**src/rtl/nes_button_poller.sv**
```systemverilog
// Periodic NES controller poller with sample debouncing.
// A free-running poll timer issues one-cycle scan requests to a reader stage.
// Each returned sample is compared against the previous one, and the held
// button state only changes once STABLE_POLLS identical samples have been seen.
// Press/release masks and an update strobe accompany every held-state change.
module nes_button_poller #(
  parameter int POLL_CYCLES    = 416666,
  parameter int TIMEOUT_CYCLES = 1024,
  parameter int STABLE_POLLS   = 2
) (
  input  logic       clk,
  input  logic       i_rst_n,
  input  logic       i_enable,
  output logic       o_read_buttons,
  input  logic       i_valid,
  input  logic [7:0] i_buttons,
  output logic [7:0] o_buttons,
  output logic [7:0] o_pressed,
  output logic [7:0] o_released,
  output logic       o_update,
  output logic       o_timeout
);

  localparam int TW = $clog2(POLL_CYCLES);
  localparam int OW = $clog2(TIMEOUT_CYCLES);
  localparam int SW = $clog2(STABLE_POLLS + 1);

  localparam logic [TW-1:0] TIMER_MAX   = TW'(POLL_CYCLES - 1);
  localparam logic [OW-1:0] TIMEOUT_MAX = OW'(TIMEOUT_CYCLES - 1);
  localparam logic [SW-1:0] STABLE_MAX  = SW'(STABLE_POLLS);

  typedef enum logic [1:0] {
    WAIT_TICK,
    WAIT_VALID,
    UPDATE
  } state_e;

  state_e        state_q,    state_d;
  logic [TW-1:0] timer_q,    timer_d;
  logic [OW-1:0] tout_q,     tout_d;
  logic [SW-1:0] stable_q,   stable_d;
  logic [7:0]    last_q,     last_d;
  logic [7:0]    sample_q,   sample_d;
  logic [7:0]    buttons_q,  buttons_d;
  logic [7:0]    pressed_q,  pressed_d;
  logic [7:0]    released_q, released_d;
  logic          update_q,   update_d;
  logic          timeout_q,  timeout_d;
  logic          read_q,     read_d;

  logic tick;

  assign tick = i_enable && (timer_q == TIMER_MAX);

  // Next-state and registered-output logic for the poll/debounce sequence.
  always_comb begin
    // NOTE: every variable gets a default before any branch so no path leaves it unassigned, which would infer a latch.
    state_d    = state_q;
    timer_d    = i_enable ? ((timer_q == TIMER_MAX) ? '0 : timer_q + TW'(1)) : '0;
    tout_d     = tout_q;
    stable_d   = stable_q;
    last_d     = last_q;
    sample_d   = sample_q;
    buttons_d  = buttons_q;
    pressed_d  = '0;
    released_d = '0;
    update_d   = 1'b0;
    timeout_d  = 1'b0;
    read_d     = 1'b0;

    if (!i_enable) begin
      // Abandon any in-flight scan; held state and stable count survive.
      state_d = WAIT_TICK;
    end else begin
      unique case (state_q)
        WAIT_TICK: begin
          if (tick) begin
            read_d  = 1'b1;
            tout_d  = '0;
            state_d = WAIT_VALID;
          end
        end
        WAIT_VALID: begin
          // A strobe on the last allowed cycle still wins over the timeout.
          if (i_valid) begin
            sample_d = i_buttons;
            state_d  = UPDATE;
          end else if (tout_q == TIMEOUT_MAX) begin
            timeout_d = 1'b1;
            stable_d  = '0;
            state_d   = WAIT_TICK;
          end else begin
            tout_d = tout_q + OW'(1);
          end
        end
        UPDATE: begin
          state_d = WAIT_TICK;
          if (sample_q == last_q) begin
            stable_d = (stable_q == STABLE_MAX) ? STABLE_MAX : stable_q + SW'(1);
          end else begin
            stable_d = SW'(1);
            last_d   = sample_q;
          end
          if ((stable_d == STABLE_MAX) && (sample_q != buttons_q)) begin
            buttons_d  = sample_q;
            pressed_d  = sample_q & ~buttons_q;
            released_d = ~sample_q & buttons_q;
            update_d   = 1'b1;
          end
        end
        default: state_d = WAIT_TICK;
      endcase
    end
  end

  // State and output registers with asynchronous active-low reset.
  always_ff @(posedge clk or negedge i_rst_n) begin
    if (!i_rst_n) begin
      state_q    <= WAIT_TICK;
      timer_q    <= '0;
      tout_q     <= '0;
      stable_q   <= '0;
      last_q     <= '0;
      sample_q   <= '0;
      buttons_q  <= '0;
      pressed_q  <= '0;
      released_q <= '0;
      update_q   <= 1'b0;
      timeout_q  <= 1'b0;
      read_q     <= 1'b0;
    end else begin
      // NOTE: non-blocking assignments so every register samples the pre-edge values of the others.
      state_q    <= state_d;
      timer_q    <= timer_d;
      tout_q     <= tout_d;
      stable_q   <= stable_d;
      last_q     <= last_d;
      sample_q   <= sample_d;
      buttons_q  <= buttons_d;
      pressed_q  <= pressed_d;
      released_q <= released_d;
      update_q   <= update_d;
      timeout_q  <= timeout_d;
      read_q     <= read_d;
    end
  end

  assign o_read_buttons = read_q;
  assign o_buttons      = buttons_q;
  assign o_pressed      = pressed_q;
  assign o_released     = released_q;
  assign o_update       = update_q;
  assign o_timeout      = timeout_q;

endmodule

```
**config.mk**
```make
export PLATFORM = sky130hd
export DESIGN_NAME = nes_button_poller
export DESIGN_NICKNAME = d
export VERILOG_FILES = /design/src/rtl/nes_button_poller.sv
export SDC_FILE = /design/constraint.sdc
export NUM_CORES = 1
export LEC_CHECK = 0
export ABC_AREA = 1
export CORE_ASPECT_RATIO = 0.7
export CORE_UTILIZATION = 44
export CTS_CLUSTER_DIAMETER = 150
export DETAILED_ROUTE_END_ITERATION = 16
export PLACE_DENSITY = 0.65
export SKIP_CTS_REPAIR_TIMING = 1
export SYNTH_ARGS = -nofsm -noshare
export SYNTH_HDL_FRONTEND = slang
export SYNTH_SLANG_ARGS = --single-unit
```
**constraint.sdc**
```tcl
create_clock -name clk -period 2.74 [get_ports clk]
set_input_delay 0.274 -clock clk [delete_from_list [all_inputs] [get_ports clk]]
set_output_delay 0.274 -clock clk [all_outputs]
set_load 0.05 [all_outputs]
```
### Yosys cells after proc, flatten, opt, wreduce, memory -nomap -nowiden

Index checks and enable logic that the tools add are counted.

| cells by class | value |
|---|---|
| add/sub/neg operators | 3 |
| eq/ne operators | 14 |
| muxes and demuxes | 33 |
| bitwise logic cells | 5 |
| reduce and logical (&&, ||, !) cells | 11 |

Operators by type and width:

| cell | number |
|---|---|
| 2-to-1 mux 8 bit | 6 |
| 2-to-1 mux 19 bit | 2 |
| 2-to-1 mux 10 bit | 3 |
| case mux 10 bit (2 select lines) | 1 |
| adder 19 x 1 -> 19 bit (second input constant) | 1 |
| == test 19 bit (second input constant) | 1 |
| 2-to-1 mux 2 bit | 9 |
| bitwise AND 8 bit | 2 |
| NOT 8 bit | 2 |
| adder 10 x 1 -> 10 bit (second input constant) | 1 |
| == test 10 bit (second input constant) | 1 |
| 2-to-1 mux 1 bit | 10 |
| AND reduction 3 bit | 3 |
| == test 8 bit | 1 |
| != test 2 bit (second input constant) | 4 |
| != test 8 bit | 1 |
| case mux 2 bit (2 select lines) | 2 |
| == test 2 bit (second input constant) | 3 |
| AND reduction 5 bit | 1 |
| != test 4 bit (second input constant) | 1 |
| AND reduction 4 bit | 1 |
| nonzero test 2 bit | 2 |
| != test 3 bit (second input constant) | 1 |
| adder 2 x 1 -> 2 bit (second input constant) | 1 |
| 5 further kinds | 6 |

| storage, ports and cells | value |
|---|---|
| register bits | 76 |
| input port bits | 12 |
| output and inout bits | 27 |
| logic and storage cells | 78 |

### Longest topological paths before layout

Gate-level depths: netlist of the first run.

| depth | value |
|---|---|
| depth after elaboration | 10 |
| depth in mapped cells | 11 |

### Worst setup path before layout of the first run

OpenSTA, ideal clock, no wires.

| timing | value |
|---|---|
| path kind | register to register |
| start point | register buttons_q[2], in the netlist o_buttons[2] |
| end point | register buttons_q[6], in the netlist o_buttons[6] |
| setup time | 118 ps |
| arrival | 1767 ps |
| required time | 2622 ps |
| path slack | 854 ps |
| cell stages (with the launch flop) | 12 |
| clock period less this slack | 1886 ps |
| cell sequence | dfrtp_1 -> inv_1 -> ha_1 -> nand2_1 -> nor2_1 -> nand2_1 -> nand2_1 -> inv_2 -> nand4_4 -> buf_6 -> nand2_1 -> nand2_1 |

| on the way | value |
|---|---|
| cells in the longest elaborated chain, start to end | 3 |

RTL lines:

| item | line | source |
|---|---|---|
| start: declaration | 44 | `logic [7:0] buttons_q, buttons_d;` |
| start signal: assignment | 139 | `buttons_q <= buttons_d;` |
| != test 8 bit | 104 | `if ((stable_d == STABLE_MAX) && (sample_q != buttons_q)) begin` |
| logical AND 1 bit | 104 |  |
| AND reduction 3 bit (no line) | - |  |

No other way between the ends.
A chain may end at the register's enable or synchronous reset.

### Worst setup path after layout of the first run

| timing | value |
|---|---|
| start point | register buttons_q[3], in the netlist o_buttons[3] |
| end point | register buttons_q[5], in the netlist o_buttons[5] |

The elaborated chain is that of the path after synthesis.

==> results of run 1 <==
## cell type report
cell class / count / area, sq um
multi-input combinational: 357 / 1830
timing repair buffer: 39 / 385
tap: 124 / 155
fill: 835 / 4150
clock inverter: 7 / 88.8
clock buffer: 9 / 225
inverter: 81 / 304
sequential: 76 / 1900
## power by group through the flow
stage	Clock (mW)	Combinational (mW)	Sequential (mW)
after detailed placement	0	0.0603	1.15
final	1.26	0.0577	1.13
after CTS	1.28	0.0604	1.13
after floorplan	0	0.0158	1.15
after global routing	1.33	0.0679	1.13
after global placement	0	0.0603	1.15
## metrics by stage
step	setup WS, ns	utilization, %
floorplan	0.854	-
global placement	0.764	50.6
detailed placement	0.718	50.6
CTS	0.805	54.1
global route	0.563	54.1
finish	0.809	54.1
## per-layer routing
| layer | up-vias | part of all wire (%) | track usage, % |
|---|---|---|---|
| li1 | 1711 | - | - |
| met1 | 1568 | 54 | 31.7 |
| met2 | 70 | 41 | 27.5 |
| met3 | 11 | 3.9 | 5.26 |
| met4 | 0 | 1.1 | 5.82 |
| met5 | - | 0 | 0 |
## cells by family after synthesis
group | count (synthesis) | synth area share, %
adders and majority gates | 20 | 6.11
xor gates and xnor gates | 8 | 1.71
buffers and inverters | 88 | 8.95
DFF | 76 | 46.5
AOI/OAI and AO/OA | 26 | 3.48
and+or+nand+nor | 303 | 33.3
## cell usage in the layout (no fill, tap or decap)
| master | synthesis | final |
|---|---|---|
| xor2_1 | 5 | 5 |
| nor3_1 | 10 | 10 |
| nand2_1 | 145 | 145 |
| nand4_2 | 1 | 1 |
| inv_1 | 73 | 73 |
| a21oi_1 | 3 | 3 |
| clkdlybuf4s50_1 | 0 | 37 |
| o21bai_1 | 1 | 1 |
| nand4_4 | 1 | 1 |
| nor2_1 | 63 | 63 |
| nand4_1 | 23 | 23 |
| bufinv_16 | 0 | 2 |
| ha_1 | 20 | 20 |
| inv_6 | 0 | 1 |
| clkinv_1 | 2 | 2 |
| buf_4 | 1 | 2 |
| xnor2_1 | 3 | 3 |
| nor2_2 | 22 | 22 |
| nor4_1 | 1 | 1 |
| clkinv_2 | 0 | 4 |
| clkbuf_16 | 0 | 9 |
| nand2_2 | 5 | 5 |
| o21ai_0 | 16 | 16 |
| nor3b_1 | 3 | 3 |
| inv_2 | 6 | 6 |
| or2_1 | 1 | 1 |
| nand3_2 | 2 | 2 |
| dfrtp_1 | 76 | 76 |
| o21ai_1 | 3 | 3 |
| o211ai_1 | 1 | 1 |
| nand3_1 | 26 | 26 |
| o21ai_2 | 2 | 2 |
## sequential cells by signal (all words and copies together), names as in the netlist
name            flops
last_q              8
o_buttons           8
o_pressed           8
o_read_buttons      1
o_released          8
o_timeout           1
o_update            1
sample_q            8
stable_q            2
state_q             2
timer_q            19
tout_q             10
## worst max path at each step
stage	startpoint	endpoint	slack, ns	cells after the start
2_1_floorplan	o_buttons[2]$_DFFE_PN0P_	o_buttons[6]$_DFFE_PN0P_	0.85	11
3_3_place_gp	i_enable	o_buttons[2]$_DFFE_PN0P_	0.76	8
3_5_place_dp	i_enable	o_buttons[5]$_DFFE_PN0P_	0.72	8
4_1_cts	o_buttons[0]$_DFFE_PN0P_	o_buttons[5]$_DFFE_PN0P_	0.80	10
5_1_grt	o_buttons[0]$_DFFE_PN0P_	o_buttons[5]$_DFFE_PN0P_	0.56	10
6_report	o_buttons[3]$_DFFE_PN0P_	o_buttons[5]$_DFFE_PN0P_	0.81	10
==> impl_results.html, run 1 <==
<table>
<tr><th>Metric</th><th>Value</th></tr>
<tr><th colspan="2">Status</th></tr>
<tr><td>Status</td><td>completed</td></tr>
<tr><th colspan="2">Power and ir drop</th></tr>
<tr><td>Static Leak</td><td>2.36 nW</td></tr>
<tr><td>Internal Pwr Total</td><td>1.94 mW</td></tr>
<tr><td>Sw Pwr</td><td>505 uW</td></tr>
<tr><td>Switching share of power</td><td>20.7%</td></tr>
<tr><td>Design Power</td><td>2.44 mW</td></tr>
<tr><td>Power density of the placed cells</td><td>500 mW/mm^2</td></tr>
<tr><td>Sequential power share</td><td>46.3%</td></tr>
<tr><td>Part of the total power dissipated in the clock network</td><td>51.4%</td></tr>
<tr><td>Maximum vdd drop</td><td>0.309 mV</td></tr>
<tr><td>Share of total power in combinational logic</td><td>2.4%</td></tr>
<tr><th colspan="2">Synthesis</th></tr>
<tr><td>Ranking of synthesized cells by area</td><td>dfrtp_1, nand2_1, inv_1</td></tr>
<tr><td>Synth cell count leaders</td><td>nand2_1, dfrtp_1, inv_1</td></tr>
<tr><td>Leading cell type by number of instances after synthesis</td><td>nand2_1</td></tr>
<tr><td>Post-synth cell types</td><td>30</td></tr>
<tr><td>Most area-hungry cell type in the Yosys netlist</td><td>dfrtp_1</td></tr>
<tr><td>Post-synthesis instance area</td><td>0.00409 sq mm</td></tr>
<tr><td>Synth top area share</td><td>46.5%</td></tr>
<tr><td>Count of synthesis-stage warnings from yosys</td><td>0</td></tr>
<tr><td>Avg Inst Size Synth</td><td>7.86 sq um</td></tr>
<tr><td>Number of flops mapped to enable cells by yosys</td><td>0</td></tr>
<tr><td>Total of flip-flops plus latches after synthesis</td><td>76</td></tr>
<tr><td>Async set-or-reset flop fraction in the synthesized netlist</td><td>100%</td></tr>
<tr><td>Seq/Total Area, Yosys</td><td>46.5%</td></tr>
<tr><td>Net count of the mapped netlist</td><td>553</td></tr>
<tr><td>Dominant register cell in the synthesized netlist</td><td>dfrtp_1</td></tr>
<tr><td>Cell count after synthesis</td><td>521</td></tr>
<tr><th colspan="2">Floorplanning</th></tr>
<tr><td>Die X</td><td>117 um</td></tr>
<tr><td>DIE HEIGHT</td><td>82.7 um</td></tr>
<tr><td>Std-Cell Rows</td><td>29</td></tr>
<tr><td>Effective utilization at floorplan</td><td>45.3%</td></tr>
<tr><td>Count of pins on the block boundary</td><td>39</td></tr>
<tr><td>Full die area</td><td>0.00970 sq mm</td></tr>
<tr><td>Core ar.</td><td>0.00903 sq mm</td></tr>
<tr><th colspan="2">Drt</th></tr>
<tr><td>Remaining antenna violation count</td><td>0</td></tr>
<tr><td>Detailed-route DRC error count</td><td>0</td></tr>
<tr><td>First drt pass iteration count</td><td>5</td></tr>
<tr><td>Via count</td><td>3360</td></tr>
<tr><td>Total Routed Length</td><td>8880 um</td></tr>
<tr><td>Wire length per cell after detailed routing</td><td>12.8 um</td></tr>
<tr><td>Avg Vias per Cell</td><td>4.85</td></tr>
<tr><td>First DRT Iteration DRCs</td><td>287</td></tr>
<tr><th colspan="2">Layout</th></tr>
<tr><td>Layout overhead on the synthesized area</td><td>19.3%</td></tr>
<tr><td>Cell area after layout</td><td>0.00489 sq mm</td></tr>
<tr><td>Number of non-filler instances in the completed layout</td><td>693</td></tr>
<tr><td>Fraction of layout instances using a drive strength above 1</td><td>10.0%</td></tr>
<tr><td>Number of diodes added for antenna fixing</td><td>0</td></tr>
<tr><td>Final-stage net count</td><td>596</td></tr>
<tr><th colspan="2">Worst setup path</th></tr>
<tr><td>CP arrival</td><td>2.15 ns</td></tr>
<tr><td>Capturing element type of the critical path</td><td>flip-flop</td></tr>
<tr><td>Most frequent CP cell</td><td>nand2_1</td></tr>
<tr><td>Setup slack on the worst flop-to-flop path</td><td>0.81 ns</td></tr>
<tr><td>Kind of start point of the critical path</td><td>flip-flop</td></tr>
<tr><td>Largest stage delay on the critical path</td><td>0.42 ns</td></tr>
<tr><td>Slowest-stage cell, CP</td><td>nand4_4</td></tr>
<tr><td>Maximum fanout count along the critical path</td><td>25</td></tr>
<tr><td>Capture point of the worst reg-to-reg path</td><td>o_buttons[5]$_DFFE_PN0P_</td></tr>
<tr><td>Cell depth of the worst flop-to-flop path</td><td>10</td></tr>
<tr><td>Critical path required time</td><td>2.96 ns</td></tr>
<tr><td>Chain of cells forming the critical path</td><td>inv_1, ha_1, nand2_1, nor2_1, nand2_1, nand2_1, inv_2, nand4_4, nand2_1, nand2_1</td></tr>
<tr><td>Buf/Inv on CP</td><td>2</td></tr>
<tr><td>Worst reg2reg path startpoint</td><td>o_buttons[3]$_DFFE_PN0P_</td></tr>
<tr><td>Type of the worst setup path</td><td>reg -&gt; reg</td></tr>
<tr><td>Cell class contributing the biggest share of worst-path delay</td><td>simple AND/OR/NAND/NOR gates</td></tr>
<tr><th colspan="2">Job</th></tr>
<tr><td>Number of violations of the max-capacitance limit</td><td>0</td></tr>
<tr><th colspan="2">STA</th></tr>
<tr><td>Setup TNS</td><td>0 ns</td></tr>
<tr><td>Final Max Tran Viols</td><td>0</td></tr>
<tr><td>Achievable Freq</td><td>0.518 GHz</td></tr>
<tr><td>Post-route clock period utilization</td><td>70.5%</td></tr>
<tr><td>Relative slew slack</td><td>36.2%</td></tr>
<tr><td>Post-layout minimum cycle time</td><td>1.93 ns</td></tr>
<tr><td>Finish-stage setup viols</td><td>0</td></tr>
<tr><td>Hold slack</td><td>0.0771 ns</td></tr>
<tr><td>Post-route clock skew</td><td>0.00824 ns</td></tr>
<tr><td>Slew of the pin with the lowest slew margin</td><td>0.957 ns</td></tr>
<tr><td>Final hold violations</td><td>0</td></tr>
<tr><td>RSZ-0062 raised after global routing</td><td>false</td></tr>
<tr><th colspan="2">Global route</th></tr>
<tr><td>Grt ovf</td><td>0</td></tr>
<tr><td>Number of antenna violations at the first check in global routing</td><td>0</td></tr>
<tr><td>Wire length of the first global-routing pass</td><td>15000 um</td></tr>
<tr><td>Via count of the first global-routing pass</td><td>3036</td></tr>
<tr><td>Tot GR Track Use</td><td>20.5%</td></tr>
<tr><td>Largest net degree at the start of global routing</td><td>77</td></tr>
<tr><th colspan="2">Place</th></tr>
<tr><td>Placed insts</td><td>677</td></tr>
<tr><td>Placed cell area</td><td>0.00457 sq mm</td></tr>
<tr><td>Number of buffer cells added on primary ports</td><td>38</td></tr>
<tr><td>Routability congestion estimate</td><td>0.889</td></tr>
<tr><td>Detail Placement HPWL</td><td>6450 um</td></tr>
<tr><th colspan="2">Min path</th></tr>
<tr><td>Min-delay worst type</td><td>in -&gt; async</td></tr>
<tr><th colspan="2">Clocking</th></tr>
<tr><td>Clock tree root driver cell</td><td>clkbuf_16</td></tr>
<tr><td>Number of H-tree branching levels</td><td>3</td></tr>
<tr><td>CTS tree</td><td>done</td></tr>
<tr><td>Insertion delay of the later-clocked pin in the worst-skew pair</td><td>0.33 ns</td></tr>
<tr><td>Number of buffers inserted during clock tree synthesis</td><td>9</td></tr>
<tr><td>Clock buffer depth</td><td>2</td></tr>
<tr><td>Clk pin slew, worst setup/hold paths</td><td>0.06 ns</td></tr>
<tr><td>Sink Count</td><td>76</td></tr>
</table>
(Power assumes the default switching activity.)
==> run 2: changes to the inputs <==
- clock period: 2.74 -> 1.8 ns (I/O delays scaled with it)
==> impl_results.html, run 2 (synthesized netlist as in run 1, its figures left out) <==
<table>
<tr><th>Metric</th><th>Value</th></tr>
<tr><th colspan="2">Status</th></tr>
<tr><td>Status</td><td>completed</td></tr>
<tr><th colspan="2">STA</th></tr>
<tr><td>Post-route clock skew</td><td>0.00905 ns</td></tr>
<tr><td>RSZ-0062 raised after global routing</td><td>true</td></tr>
<tr><td>Final Max Tran Viols</td><td>0</td></tr>
<tr><td>Slew of the pin with the lowest slew margin</td><td>0.508 ns</td></tr>
<tr><td>Setup TNS</td><td>0 ns</td></tr>
<tr><td>Finish-stage setup viols</td><td>0</td></tr>
<tr><td>Final hold violations</td><td>0</td></tr>
<tr><td>Post-route clock period utilization</td><td>95.9%</td></tr>
<tr><td>Achievable Freq</td><td>0.579 GHz</td></tr>
<tr><td>Relative slew slack</td><td>66.1%</td></tr>
<tr><td>Post-layout minimum cycle time</td><td>1.73 ns</td></tr>
<tr><th colspan="2">Worst setup path</th></tr>
<tr><td>CP arrival</td><td>1.55 ns</td></tr>
<tr><td>Type of the worst setup path</td><td>reg -&gt; out</td></tr>
<tr><td>Chain of cells forming the critical path</td><td>clkdlybuf4s50_1</td></tr>
<tr><td>Destination of the critical timing path</td><td>o_buttons[2]</td></tr>
<tr><td>Largest stage delay on the critical path</td><td>0.82 ns</td></tr>
<tr><td>Buf/Inv on CP</td><td>1</td></tr>
<tr><td>Kind of start point of the critical path</td><td>flip-flop</td></tr>
<tr><td>Slowest-stage cell, CP</td><td>clkdlybuf4s50_1</td></tr>
<tr><td>Cell depth of the worst flop-to-flop path</td><td>9</td></tr>
<tr><td>Cell class contributing the biggest share of worst-path delay</td><td>buffers and inverters</td></tr>
<tr><td>Instance count on the critical path</td><td>1</td></tr>
<tr><td>Setup slack on the worst flop-to-flop path</td><td>0.13 ns</td></tr>
<tr><td>Critical path required time</td><td>1.62 ns</td></tr>
<tr><td>Capturing element type of the critical path</td><td>primary output</td></tr>
<tr><td>Capture point of the worst reg-to-reg path</td><td>o_buttons[0]$_DFFE_PN0P_</td></tr>
<tr><td>Critical Path Start</td><td>o_buttons[2]$_DFFE_PN0P_</td></tr>
<tr><td>Maximum fanout count along the critical path</td><td>4</td></tr>
<tr><td>Worst reg2reg path startpoint</td><td>sample_q[0]$_DFFE_PN0P_</td></tr>
<tr><th colspan="2">Floorplanning</th></tr>
<tr><td>Die X</td><td>117 um</td></tr>
<tr><td>Full die area</td><td>0.00970 sq mm</td></tr>
<tr><td>Effective utilization at floorplan</td><td>45.3%</td></tr>
<tr><td>Count of pins on the block boundary</td><td>39</td></tr>
<tr><td>Std-Cell Rows</td><td>29</td></tr>
<tr><td>DIE HEIGHT</td><td>82.7 um</td></tr>
<tr><td>Core ar.</td><td>0.00903 sq mm</td></tr>
<tr><th colspan="2">Drt</th></tr>
<tr><td>First drt pass iteration count</td><td>7</td></tr>
<tr><td>Detailed-route DRC error count</td><td>0</td></tr>
<tr><td>Total Routed Length</td><td>9110 um</td></tr>
<tr><td>Via count</td><td>3355</td></tr>
<tr><td>Remaining antenna violation count</td><td>0</td></tr>
<tr><td>Wire length per cell after detailed routing</td><td>12.9 um</td></tr>
<tr><td>Avg Vias per Cell</td><td>4.74</td></tr>
<tr><td>First DRT Iteration DRCs</td><td>178</td></tr>
<tr><th colspan="2">Layout</th></tr>
<tr><td>Largest registers</td><td>timer_q: 19 flops, tout_q: 10 flops</td></tr>
<tr><td>Fraction of layout instances using a drive strength above 1</td><td>13.7%</td></tr>
<tr><td>Cell area after layout</td><td>0.00502 sq mm</td></tr>
<tr><td>Number of non-filler instances in the completed layout</td><td>708</td></tr>
<tr><td>Reg with most FFs</td><td>timer_q</td></tr>
<tr><td>Layout overhead on the synthesized area</td><td>22.6%</td></tr>
<tr><td>Final-stage net count</td><td>611</td></tr>
<tr><td>Number of inserted filler cells in the final layout</td><td>848</td></tr>
<tr><td>Area used by multi-input combinational logic</td><td>0.00185 sq mm</td></tr>
<tr><td>Share of the core filled with cells in the final layout</td><td>55.5%</td></tr>
<tr><td>Commonest cells after routing, fill and taps aside</td><td>nand2_1, inv_1, dfrtp_1</td></tr>
<tr><td>Register cell area after layout</td><td>0.00191 sq mm</td></tr>
<tr><td>Number of diodes added for antenna fixing</td><td>0</td></tr>
<tr><td>Flip-flop count of the largest register after layout</td><td>19</td></tr>
<tr><td>Commonest non-fill, non-tap cell in the layout</td><td>nand2_1</td></tr>
<tr><th colspan="2">Global route</th></tr>
<tr><td>Number of antenna violations at the first check in global routing</td><td>0</td></tr>
<tr><td>Via count of the first global-routing pass</td><td>3113</td></tr>
<tr><td>Global Route met3 Usage</td><td>4.74%</td></tr>
<tr><td>Grt met2 use</td><td>29.9%</td></tr>
<tr><td>Tot GR Track Use</td><td>20.7%</td></tr>
<tr><td>Most heavily used metal layer in global routing</td><td>met1</td></tr>
<tr><td>Grt ovf</td><td>0</td></tr>
<tr><td>Largest net degree at the start of global routing</td><td>48</td></tr>
<tr><td>Wire length of the first global-routing pass</td><td>15000 um</td></tr>
<tr><td>M1 GR Usage</td><td>30.9%</td></tr>
<tr><th colspan="2">Clocking</th></tr>
<tr><td>Sink Count</td><td>76</td></tr>
<tr><td>Clk pin slew, worst setup/hold paths</td><td>0.06 ns</td></tr>
<tr><td>Number of buffers inserted during clock tree synthesis</td><td>9</td></tr>
<tr><td>CTS tree</td><td>done</td></tr>
<tr><td>Insertion delay of the later-clocked pin in the worst-skew pair</td><td>0.33 ns</td></tr>
<tr><td>Clock tree root driver cell</td><td>clkbuf_16</td></tr>
<tr><td>Number of H-tree branching levels</td><td>3</td></tr>
<tr><td>Clock buffer depth</td><td>2</td></tr>
<tr><th colspan="2">Place</th></tr>
<tr><td>Placed cell area</td><td>0.00470 sq mm</td></tr>
<tr><td>Routability congestion estimate</td><td>0.890</td></tr>
<tr><td>Detail Placement HPWL</td><td>6910 um</td></tr>
<tr><td>Placed insts</td><td>691</td></tr>
<tr><td>Number of buffer cells added on primary ports</td><td>38</td></tr>
<tr><th colspan="2">Job</th></tr>
<tr><td>Number of violations of the max-capacitance limit</td><td>0</td></tr>
<tr><th colspan="2">Power and ir drop</th></tr>
<tr><td>Power density of the placed cells</td><td>704 mW/mm^2</td></tr>
<tr><td>Maximum vdd drop</td><td>0.504 mV</td></tr>
<tr><td>Static Leak</td><td>2.40 nW</td></tr>
<tr><th colspan="2">Min path</th></tr>
<tr><td>Min-delay worst type</td><td>in -&gt; async</td></tr>
</table>
run 2: routing by layer:
layer	vias up	share of wire (%)
met1	1535	52
met4	0	0.75
met5	-	0
met2	67	43
met3	7	4.3
li1	1746	-
run 2: area by class of cell:
| class | count | share of cell area, % |
|---|---|---|
| inverters | 81 | 6.06 |
| clock inverters | 5 | 0.723 |
| clock buffers | 11 | 5.04 |
| flip-flops and latches | 76 | 38.1 |
| well taps | 124 | 3.09 |
| repair buffers | 54 | 10.2 |
| multi-input cells | 357 | 36.8 |
run 2: where the power goes:
part | leakage (nW) | switching (mW) | total, mW | internal, mW
clock | 0.134 | 0.701 | 1.71 | 1.01
sequential | 1.00 | 0.00781 | 1.72 | 1.71
combinational | 1.26 | 0.0614 | 0.102 | 0.0411
total | 2.40 | 0.770 | 3.53 | 2.76
run 2: worst min-delay path by stage:
stage	startpoint	to	slack, ns
floorplan	i_rst_n	last_q[0]$_DFFE_PN0P_	-0.12
global placement	i_rst_n	o_update$_DFF_PN0_	0.13
detailed placement	i_rst_n	o_update$_DFF_PN0_	0.13
CTS	i_rst_n	o_read_buttons$_DFF_PN0_	-0.23
global route	i_rst_n	tout_q[3]$_DFFE_PN0P_	0.38
finish	i_rst_n	o_buttons[2]$_DFFE_PN0P_	0.33
run 2: metrics by stage:
step | power [mW] | setup WS [ns] | hold slack (ns)
after floorplan | 1.77 | 0.0629 | -0.116
after global placement | 1.86 | 0.103 | 0.126
after detailed placement | 1.86 | 0.0525 | 0.132
after global routing | 3.67 | -0.0113 | 0.377
after CTS | 3.58 | 0.0568 | -0.227
final | 3.53 | 0.0730 | 0.332
run 2: worst reg2reg max path, stage by stage, from the launching register on:
cell	delay [ns]
dfrtp_1	0.43
inv_1	0.16
nand2_1	0.07
nand2_1	0.07
nand2_1	0.06
nor2_2	0.23
nand4_4	0.17
buf_4	0.22
nand2_1	0.07
nand2_1	0.06
